$ cat config.mk
export PLATFORM = sky130hd
export DESIGN_NAME = stage_to_stream
export DESIGN_NICKNAME = d
export VERILOG_FILES = /design/src/rtl/stage_to_stream_pkg.sv /design/src/rtl/stage_to_stream.sv
export SDC_FILE = /design/constraint.sdc
export NUM_CORES = 1
export LEC_CHECK = 0
export ABC_AREA = 1
export BUFFER_PORTS_ARGS = -buffer_cell sky130_fd_sc_hd__buf_2
export CELL_PAD_IN_SITES_DETAIL_PLACEMENT = 1
export CELL_PAD_IN_SITES_GLOBAL_PLACEMENT = 1
export CORE_ASPECT_RATIO = 1.4
export CORE_UTILIZATION = 35
export CTS_CLUSTER_SIZE = 24
export DETAILED_ROUTE_END_ITERATION = 16
export PLACE_DENSITY_LB_ADDON = 0.1
export SYNTH_ARGS = -nofsm -noshare
export SYNTH_HDL_FRONTEND = slang
export SYNTH_SLANG_ARGS = --single-unit
$ cat constraint.sdc
create_clock -name clk -period 3.1 [get_ports clk]
set_clock_uncertainty 0.15 [all_clocks]
set_input_delay 0.465 -clock clk [delete_from_list [all_inputs] [get_ports clk]]
set_output_delay 0.465 -clock clk [all_outputs]
set_load 0.05 [all_outputs]
$ cat src/rtl/stage_to_stream_pkg.sv
// Shared types and helpers for the stage drain logic.
// Holds FSM encoding, pipeline bundle and address helpers.
package stage_to_stream_pkg;

  typedef enum logic {
    IDLE = 1'b0,
    READ = 1'b1
  } state_t;

  typedef struct packed {
    logic v;
    logic last;
  } pipe_t;

  function automatic int clog2(input int n);
    int r;
    r = 0;
    for (int i = 0; i < 32; i++) begin
      if ((1 << r) < n) r++;
    end
    return r;
  endfunction

  // Reverses the low w bits of v; bits above w come back zero.
  function automatic logic [31:0] bitrev(
    input logic [31:0] v,
    input int          w
  );
    logic [31:0] r;
    logic [31:0] s;
    r = '0;
    s = v;
    for (int i = 0; i < 32; i++) begin
      if (i < w) begin
        r = {r[30:0], s[0]};
        s = {1'b0, s[31:1]};
      end
    end
    return r;
  endfunction

endpackage

$ cat src/rtl/stage_to_stream.sv
// Drains a finished FFT stage memory into a sample stream.
// Reads N words (optionally bit-reversed) and pairs them with metadata.
module stage_to_stream
  import stage_to_stream_pkg::*;
#(
  parameter int N      = 8,
  parameter int LOG_N  = clog2(N),
  parameter int WIDTH  = 32,
  parameter int MWIDTH = 1,
  parameter int BITREV = 1
) (
  input  logic              clk,
  input  logic              rst_n,
  input  logic              start,
  output logic [LOG_N-1:0]  addr,
  input  logic [WIDTH-1:0]  in_data,
  output logic              out_mread,
  input  logic [MWIDTH-1:0] in_m,
  output logic              out_nd,
  output logic [WIDTH-1:0]  out_data,
  output logic [MWIDTH-1:0] out_m,
  output logic              finished,
  output logic              error
);

  state_t           state;
  state_t           state_n;
  logic [LOG_N-1:0] cnt;
  logic [LOG_N-1:0] cnt_n;
  logic             err_n;
  logic             last_rd;
  pipe_t            p1;

  assign last_rd = (cnt == LOG_N'(N - 1));

  // Next state, read address and mstore pop.
  // A start seen on the final read restarts the
  // frame directly so consecutive frames abut.
  always_comb begin
    state_n   = state;
    cnt_n     = cnt;
    err_n     = error;
    addr      = '0;
    out_mread = 1'b0;
    unique case (state)
      IDLE: begin
        if (start) begin
          state_n = READ;
          cnt_n   = '0;
        end
      end
      READ: begin
        out_mread = 1'b1;
        if (BITREV != 0)
          addr = LOG_N'(bitrev(32'(cnt), LOG_N));
        else
          addr = cnt;
        if (last_rd) begin
          if (start) cnt_n = '0;
          else state_n = IDLE;
        end else begin
          cnt_n = cnt + 1'b1;
          if (start) err_n = 1'b1;
        end
      end
      default: state_n = IDLE;
    endcase
  end

  // FSM state, read counter and sticky error.
  always_ff @(posedge clk or negedge rst_n) begin
    if (!rst_n) begin
      state <= IDLE;
      cnt   <= '0;
      error <= 1'b0;
    end else begin
      state <= state_n;
      cnt   <= cnt_n;
      error <= err_n;
    end
  end

  // Two-stage valid pipeline matching read latency.
  always_ff @(posedge clk or negedge rst_n) begin
    if (!rst_n) begin
      p1       <= '0;
      out_nd   <= 1'b0;
      finished <= 1'b0;
      out_data <= '0;
      out_m    <= '0;
    end else begin
      p1.v     <= (state == READ);
      p1.last  <= (state == READ) && last_rd;
      out_nd   <= p1.v;
      finished <= p1.last;
      if (p1.v) begin
        out_data <= in_data;
        out_m    <= in_m;
      end
    end
  end

endmodule
* Yosys cells after proc, flatten, opt, wreduce, memory -nomap -nowiden
Index checks and enable logic that the tools add are counted.
Widths: inputs -> output; s select.
** Word-level totals
- Register bits after elaboration :: 42
- Input port bits :: 36
- Output and inout bits :: 40
- Logic and storage cells :: 23
** Cells by class
- Add/subtract/negate cells :: 1
- Equal/unequal tests :: 1
- Multiplexer cells :: 8
- Bitwise operators :: 2
- Reductions and logical operators :: 2
** Operators by type and width (number)
- $mux 3 :: 3
- $pmux 3 s2 :: 1
- $add 3x1->3 const B :: 1
- $eq 3x3->1 const B :: 1
- $mux 1 :: 3
- $reduce_and 3->1 :: 1
- $not 1->1 :: 2
- $pmux 1 s2 :: 1
- $logic_and 1x1->1 :: 1

* Logic depth before layout (Yosys ltp)
Gate-level depths: netlist of run 1.
- Depth in word-level cells :: 3
- Depth in mapped cells :: 7
- Depth with buffers taken out :: 7

* Worst setup path after synthesis of run 1
OpenSTA, ideal clock, no wires.
- Kind :: reg2out
- Start point :: reg state
- End point :: out addr[1]
- Data arrival time :: 1.135 ns
- Data required time :: 2.485 ns
- Path slack :: 1.350 ns
- Stages on the path, launching flop included :: 3
- Buffers on the path :: 0
- Path through :: dfrtp_1 > nand2_1 > inv_1
** On the way
- Longest elaborated chain between the ends :: 1
** Ends and longest elaborated chain
- from (decl) :: RTL line stage_to_stream.sv:26 : state_t state;
- from (signal assigned) :: RTL line stage_to_stream.sv:77 : state <= state_n;
- $mux 3 :: RTL line stage_to_stream.sv:45 : unique case (state)
- to (decl) :: RTL line stage_to_stream.sv:15 : output logic [LOG_N-1:0] addr,
No other way between the ends.

* Worst setup path after layout of run 1
Same ends and word-level chain as after synthesis.

==> results of run 1 <==
metal layers:
metal / vias to the layer above / wire [um]
li1: 682 / -
met4: 0 / 56
met2: 47 / 1800
met1: 631 / 1540
met5: - / 0
met3: 6 / 226
flip-flops by register name, summed over array words and instances (netlist names):
name / count
p1: 2
out_m: 1
error: 1
out_nd: 1
finished: 1
out_data: 32
state: 1
cnt: 3
worst max-delay path, delay by kind of cell, from the launching register on:
| family | cells | cell delay, ns |
|---|---|---|
| buf+inv | 2 | 0.31 |
| simple gates | 1 | 0.09 |
| flops | 1 | 0.49 |
path summary, 6_finish.rpt:
kind / from / to / slack (ns) / cells after the start
worst min-delay path: rst_n / out_data[9]$_DFFE_PN0P_ / 0.15 / 1
max in group asynchronous: rst_n / p1[1]$_DFF_PN0_ / 2.03 / 1
worst max register to register: p1[1]$_DFF_PN0_ / out_data[22]$_DFFE_PN0P_ / 1.51 / 1
worst max-delay path: state$_DFF_PN0_ / addr[1] / 1.31 / 3
min in group clk: p1[0]$_DFF_PN0_ / finished$_DFF_PN0_ / 0.22 / 0
worst min register to register: p1[0]$_DFF_PN0_ / finished$_DFF_PN0_ / 0.22 / 0
per-stage QoR:
| stage | std cells | area (um^2) | hold WS, ns | utilization, % |
|---|---|---|---|---|
| final | 320 | 2170 | 0.154 | 47.4 |
| after global placement | 312 | 2080 | 0.184 | 45.4 |
| after floorplan | 182 | 1680 | 0.0194 | - |
| after CTS | 320 | 2170 | 0.198 | 47.4 |
| after detailed placement | 312 | 2080 | 0.196 | 45.4 |
| after global routing | 320 | 2170 | 0.225 | 47.4 |
report_power, final:
group          internal, mW  switching [mW]  leakage [nW]  total (mW)
combinational         0.213           0.717         0.769       0.930
sequential            0.693           0.141         0.487       0.834
clock                 0.180           0.177        0.0482       0.356
cell type report:
class                           count  area [um^2]  share of cell area (%)
Clock buffer                        7         86.3                    3.98
Sequential cell                    42         1050                    48.5
Inverter                           44          165                    7.62
Clock inverter                      1         5.00                   0.231
Multi-Input combinational cell     89          407                    18.8
Tap cell                           62         77.6                    3.58
Timing Repair Buffer               75          375                    17.3
cell usage after synthesis (all sizes together):
cell	count	area (um^2)
o21ai	33	165
buf	6	57.6
nand2	49	184
ha	3	37.5
inv	44	165
nor2	2	7.51
o21bai	1	7.51
clkbuf	1	3.75
nand3	1	5.00
dfrtp	42	1050
cell families after synthesis:
| group | count (synthesis) |
|---|---|
| AO/OA/AOI/OAI | 34 |
| adder cells (fa/ha/maj) | 3 |
| buffers and inverters | 51 |
| flip-flops | 42 |
| AND/OR/NAND/NOR | 52 |
==> metrics.csv, run 1 <==
metric,value,unit
status,completed,
power,2.12,mW
die_area,5100,um^2
antenna_left,0,
clkTransAtPathRegs,0.08,ns
num-fill-cells,619,
final_common_cell,buf_2,
setup_tns,0,ns
yosysUniqueCellTypes,13,
wl,3620,um
htreeDepth,2,
netlist_area,1680,um^2
syn-num-nets,221,
postSynthRegisterBits,42,
cts_buffer_depth,2,
path_max_fanout,9,
post_cts.repair.setup_buffers,0,
finalSetupViolCount,0,
slew-limit-headroom,35.9,%
worst_slack,1.31,ns
initial_core_util,36.8,%
met1_usage,18.8,%
avgSynthCellArea,9.25,um^2
crit_chain,nand2_1 > inv_1 > buf_2,
grt_use_met3,4.50,%
ios,76,
cts_tree,yes,
core_area,4570,um^2
ir_worst_vdd,396,uV
synth-compound-area-share,10.3,%
p_per_area,978,nW/um^2
dr_total_vias,1366,
synth.area.mux_share,0,%
finalHoldViolCount,0,
ctsResizeCount,0,
slowest_delay,0.49,ns
synthAdderAreaFrac,2.23,%
cap_violations,0,
hold_buffers,0,
hold_path_class,in2async,
synthCells,182,
dr.pass1.iters,4,
period_share,57.8,%
min_period,1.79,ns
hpwl,2670,um
critPathSlowestCell,dfrtp_1,
antenna_cells,0,
dieHeight,84.1,um
tightest_slew,0.961,ns
wl_per_cell,11.3,um
critPathLaunchType,flop,
drcViolationCount,0,
grt_use_met2,26.4,%
row_count,29,
drt_iter0_markers,40,
grt-busiest-layer,met2,
synth-simple-area-share,11.7,%
grt_max_degree,68,
seq_area_frac_synth,62.4,%
numCtsBuffers,5,
synth_top_family_by_area,buffers and inverters,
nets,296,
port_buffers,75,
place_ws,1.49,ns
die_w,60.6,um
end_kind,output pin,
overflow,0,
gp_congestion,0.673,
most-common-layout-cells,"buf_2 (75), nand2_1 (49), inv_1 (44), dfrtp_1 (41), o21ai_1 (17)",
vias_per_cell,4.27,
arrival,1.18,ns
drive_above_1_share,32.2,%
clockRootBuffer,clkbuf_8,
critical_path_class,reg2out,
antenna_found_initial,0,
grt_first_pass_wirelength,6010,um
synthXorXnorAreaFrac,0,%
max_freq,558,MHz
yosys_warnings,0,
required,2.48,ns
clock_latency,0.29,ns
grt_pass1_vias,1330,
grt_use_total,15.9,%
rsz0062_at_grt,no,
cts.sinks,42,
p_leak,1.30,nW
flow.area_growth_from_synthesis,28.8,%
finalMaxSlewViolations,0,
No activity file was read; power rests on OpenSTA's default activity.
==> run 2, diff against run 1 <==
- CORE_UTILIZATION: 35 -> 33
- clock period: 3.1 -> 1.9 ns (I/O delays scaled with it)
==> run 2 against run 1 <==
Worst hold slack got worse by 0.10 ns. Routed wire length up 0.44%. Flip-flop and latch count stayed put. Critical path depth did not move. Largest power group unchanged. Clock power up 62%. Global-route usage decreased by 1.3 points. Via count grew 2.3%. Clock-buffer cell count did not move. Core utilization decreased by 1.8 points. Cell area grew 2.8%.
==> metrics.csv, run 2 (same netlist as run 1, synthesis figures left out) <==
metric,value,unit,change
finalMaxSlewViolations,0,,unchanged
placed_area,2130,um^2,+2.4%
grt_use_total,14.6,%,-1.3 points
slowest_delay,0.52,ns,+0.03 ns
final_cell_count_no_fill,326,,+1.9%
p_seq_share,37.1,%,-2.2 points
row_count,30,,+3.4%
period_share,87.0,%,
path_max_fanout,9,,unchanged
tightest_slew,0.420,ns,-0.541 ns
clkTransAtPathRegs,0.08,ns,about the same
internal-power,1.80,mW,+66%
p_per_area,1560,nW/um^2,+60%
critical_path_class,reg2out,,
min_period,1.65,ns,
finalSetupViolCount,0,,unchanged
cts.sinks,42,,unchanged
arrival,1.22,ns,+0.04 ns
grt_max_degree,52,,-24%
port_buffers,75,,unchanged
worst_hold_path.endpoint,out_data[15]$_DFFE_PN0P_,,
initial_core_util,34.5,%,-2.3 points
rsz0062_at_grt,no,,
htreeDepth,2,,unchanged
finalHoldViolCount,0,,unchanged
max_freq,605,MHz,
grt-busiest-layer,met2,,
design_area,2230,um^2,+2.8%
whs,0.0524,ns,-0.102 ns
rr_worst_depth,7,,+6
wl_per_cell,11.2,um,-1.4%
met1_usage,16.3,%,-2.5 points
p_comb_share,46.3,%,+2.4 points
ios,76,,unchanged
critPathLaunchType,flop,,
top_regs,"out_data: 32 flops, cnt: 3 flops, p1: 2 flops",,
grt_use_met2,25.8,%,-0.60 points
required,1.46,ns,-1.02 ns
crit_family,flip-flops,,
die_w,62.4,um,+2.9%
final_util,45.7,%,-1.8 points
drive_above_1_share,32.8,%,+0.65 points
setup_tns,0,ns,unchanged
nets,300,,+1.4%
post_cts.repair.setup_buffers,0,,unchanged
grt_use_met3,4.47,%,-0.022 points
final_common_cell,buf_2,,
die_area,5400,um^2,+5.9%
place_inst,317,,+1.6%
min_from,in_data[15],,
cts_buffer_depth,2,,unchanged
numCtsBuffers,5,,unchanged
antenna_cells,0,,unchanged
hpwl,2710,um,+1.4%
switching_share,48.3,%,-0.49 points
cts_tree,yes,,
grt_pass1_vias,1334,,+0.30%
ir_worst_vdd,618,uV,+56%
reg2reg_from,cnt[0]$_DFF_PN0_,,
flow.area_growth_from_synthesis,32.3,%,
drcViolationCount,0,,unchanged
drt_iter0_markers,61,,+53%
clock_latency,0.28,ns,about the same
dr.pass1.iters,4,,unchanged
vias_per_cell,4.29,,+0.46%
overflow,0,,unchanged
cap_violations,0,,unchanged
r2r_setup_slack,0.52,ns,-0.99 ns
grt_first_pass_wirelength,6070,um,+1.0%
p_clk_share,16.6,%,-0.2 points
largest_reg_flops,32,,unchanged
clockRootBuffer,clkbuf_8,,
p_switching,1.68,mW,+63%
slew-limit-headroom,72.0,%,+36 points
dieHeight,86.5,um,+2.9%
path_buf_inv,2,,unchanged
p_leak,1.33,nW,+2.2%
gp_congestion,0.653,,-3.0%
core_area,4880,um^2,+6.7%
crit_chain,nand2_1 > inv_1 > buf_2,,
status,completed,,
holdPathStages,3,,
dr_total_vias,1398,,+2.3%
top_register,out_data,,
r2r-end,cnt[0]$_DFF_PN0_,,
wl,3640,um,+0.44%
most-common-layout-cells,"buf_2 (75), nand2_1 (49), inv_1 (44), dfrtp_1 (41), o21ai_1 (17)",,
critPathSlowestCell,dfrtp_1,,
antenna_left,0,,unchanged
hold_path_class,in2reg,,
antenna_found_initial,0,,unchanged
end_kind,output pin,,
run 2: cell count changes in the layout (fill, tap and decap cells not counted):
cell / previous run / this run
buf_4: 0 / 1
dlygate4sd3_1: 0 / 1
buf_12: 0 / 2
run 2: power by group through the flow:
stage / Sequential (mW) / Clock, mW / Combinational, mW
after floorplan: 1.96 / 0 / 0.591
after global placement: 1.31 / 0 / 1.62
after detailed placement: 1.32 / 0 / 1.64
after CTS: 1.30 / 0.610 / 1.64
after global routing: 1.33 / 0.642 / 1.75
final: 1.29 / 0.578 / 1.61
run 2: layout make-up:
class                           count  area [um^2]
Clock inverter                      1         5.00
Inverter                           44          165
Timing Repair Buffer               79          433
Tap cell                           64         80.1
Clock buffer                        7         86.3
Fill cell                         628         2650
Multi-Input combinational cell     89          407
Sequential cell                    42         1050
run 2: what timing repair did:
action,4_1_cts,5_1_grt
hold buffers,1,0
hold endpoints to repair,15,0
endpoints found under the setup margin,0,0
gates resized for setup,0,0
run 2: worst max-delay path by stage:
stage / start / end / depth (start not counted)
after global routing: state$_DFF_PN0_ / addr[1] / 3
after global placement: cnt[0]$_DFF_PN0_ / cnt[0]$_DFF_PN0_ / 7
after detailed placement: cnt[0]$_DFF_PN0_ / cnt[0]$_DFF_PN0_ / 7
final: state$_DFF_PN0_ / addr[1] / 3
after floorplan: state$_DFF_PN0_ / addr[1] / 2
after CTS: state$_DFF_PN0_ / addr[1] / 3
run 2: layer usage:
layer | up-vias | share of wire [%]
met5 | - | 0
met4 | 0 | 1.6
met1 | 657 | 42
met3 | 6 | 6.2
met2 | 46 | 50
li1 | 689 | -
run 2: worst register-to-register path: cells and delay by family (launching register included):
kind | cells | cell delay (ns)
buffers and inverters | 2 | 0.12
and+or+nand+nor | 3 | 0.20
DFF | 1 | 0.41
adders and majority gates | 2 | 0.45
run 2: through the flow:
stage | setup WS, ns | total power, mW
finish | 0.247 | 3.48
global route | 0.178 | 3.72
CTS | 0.238 | 3.55
detailed placement | 0.538 | 2.96
global placement | 0.566 | 2.92
floorplan | 0.330 | 2.55
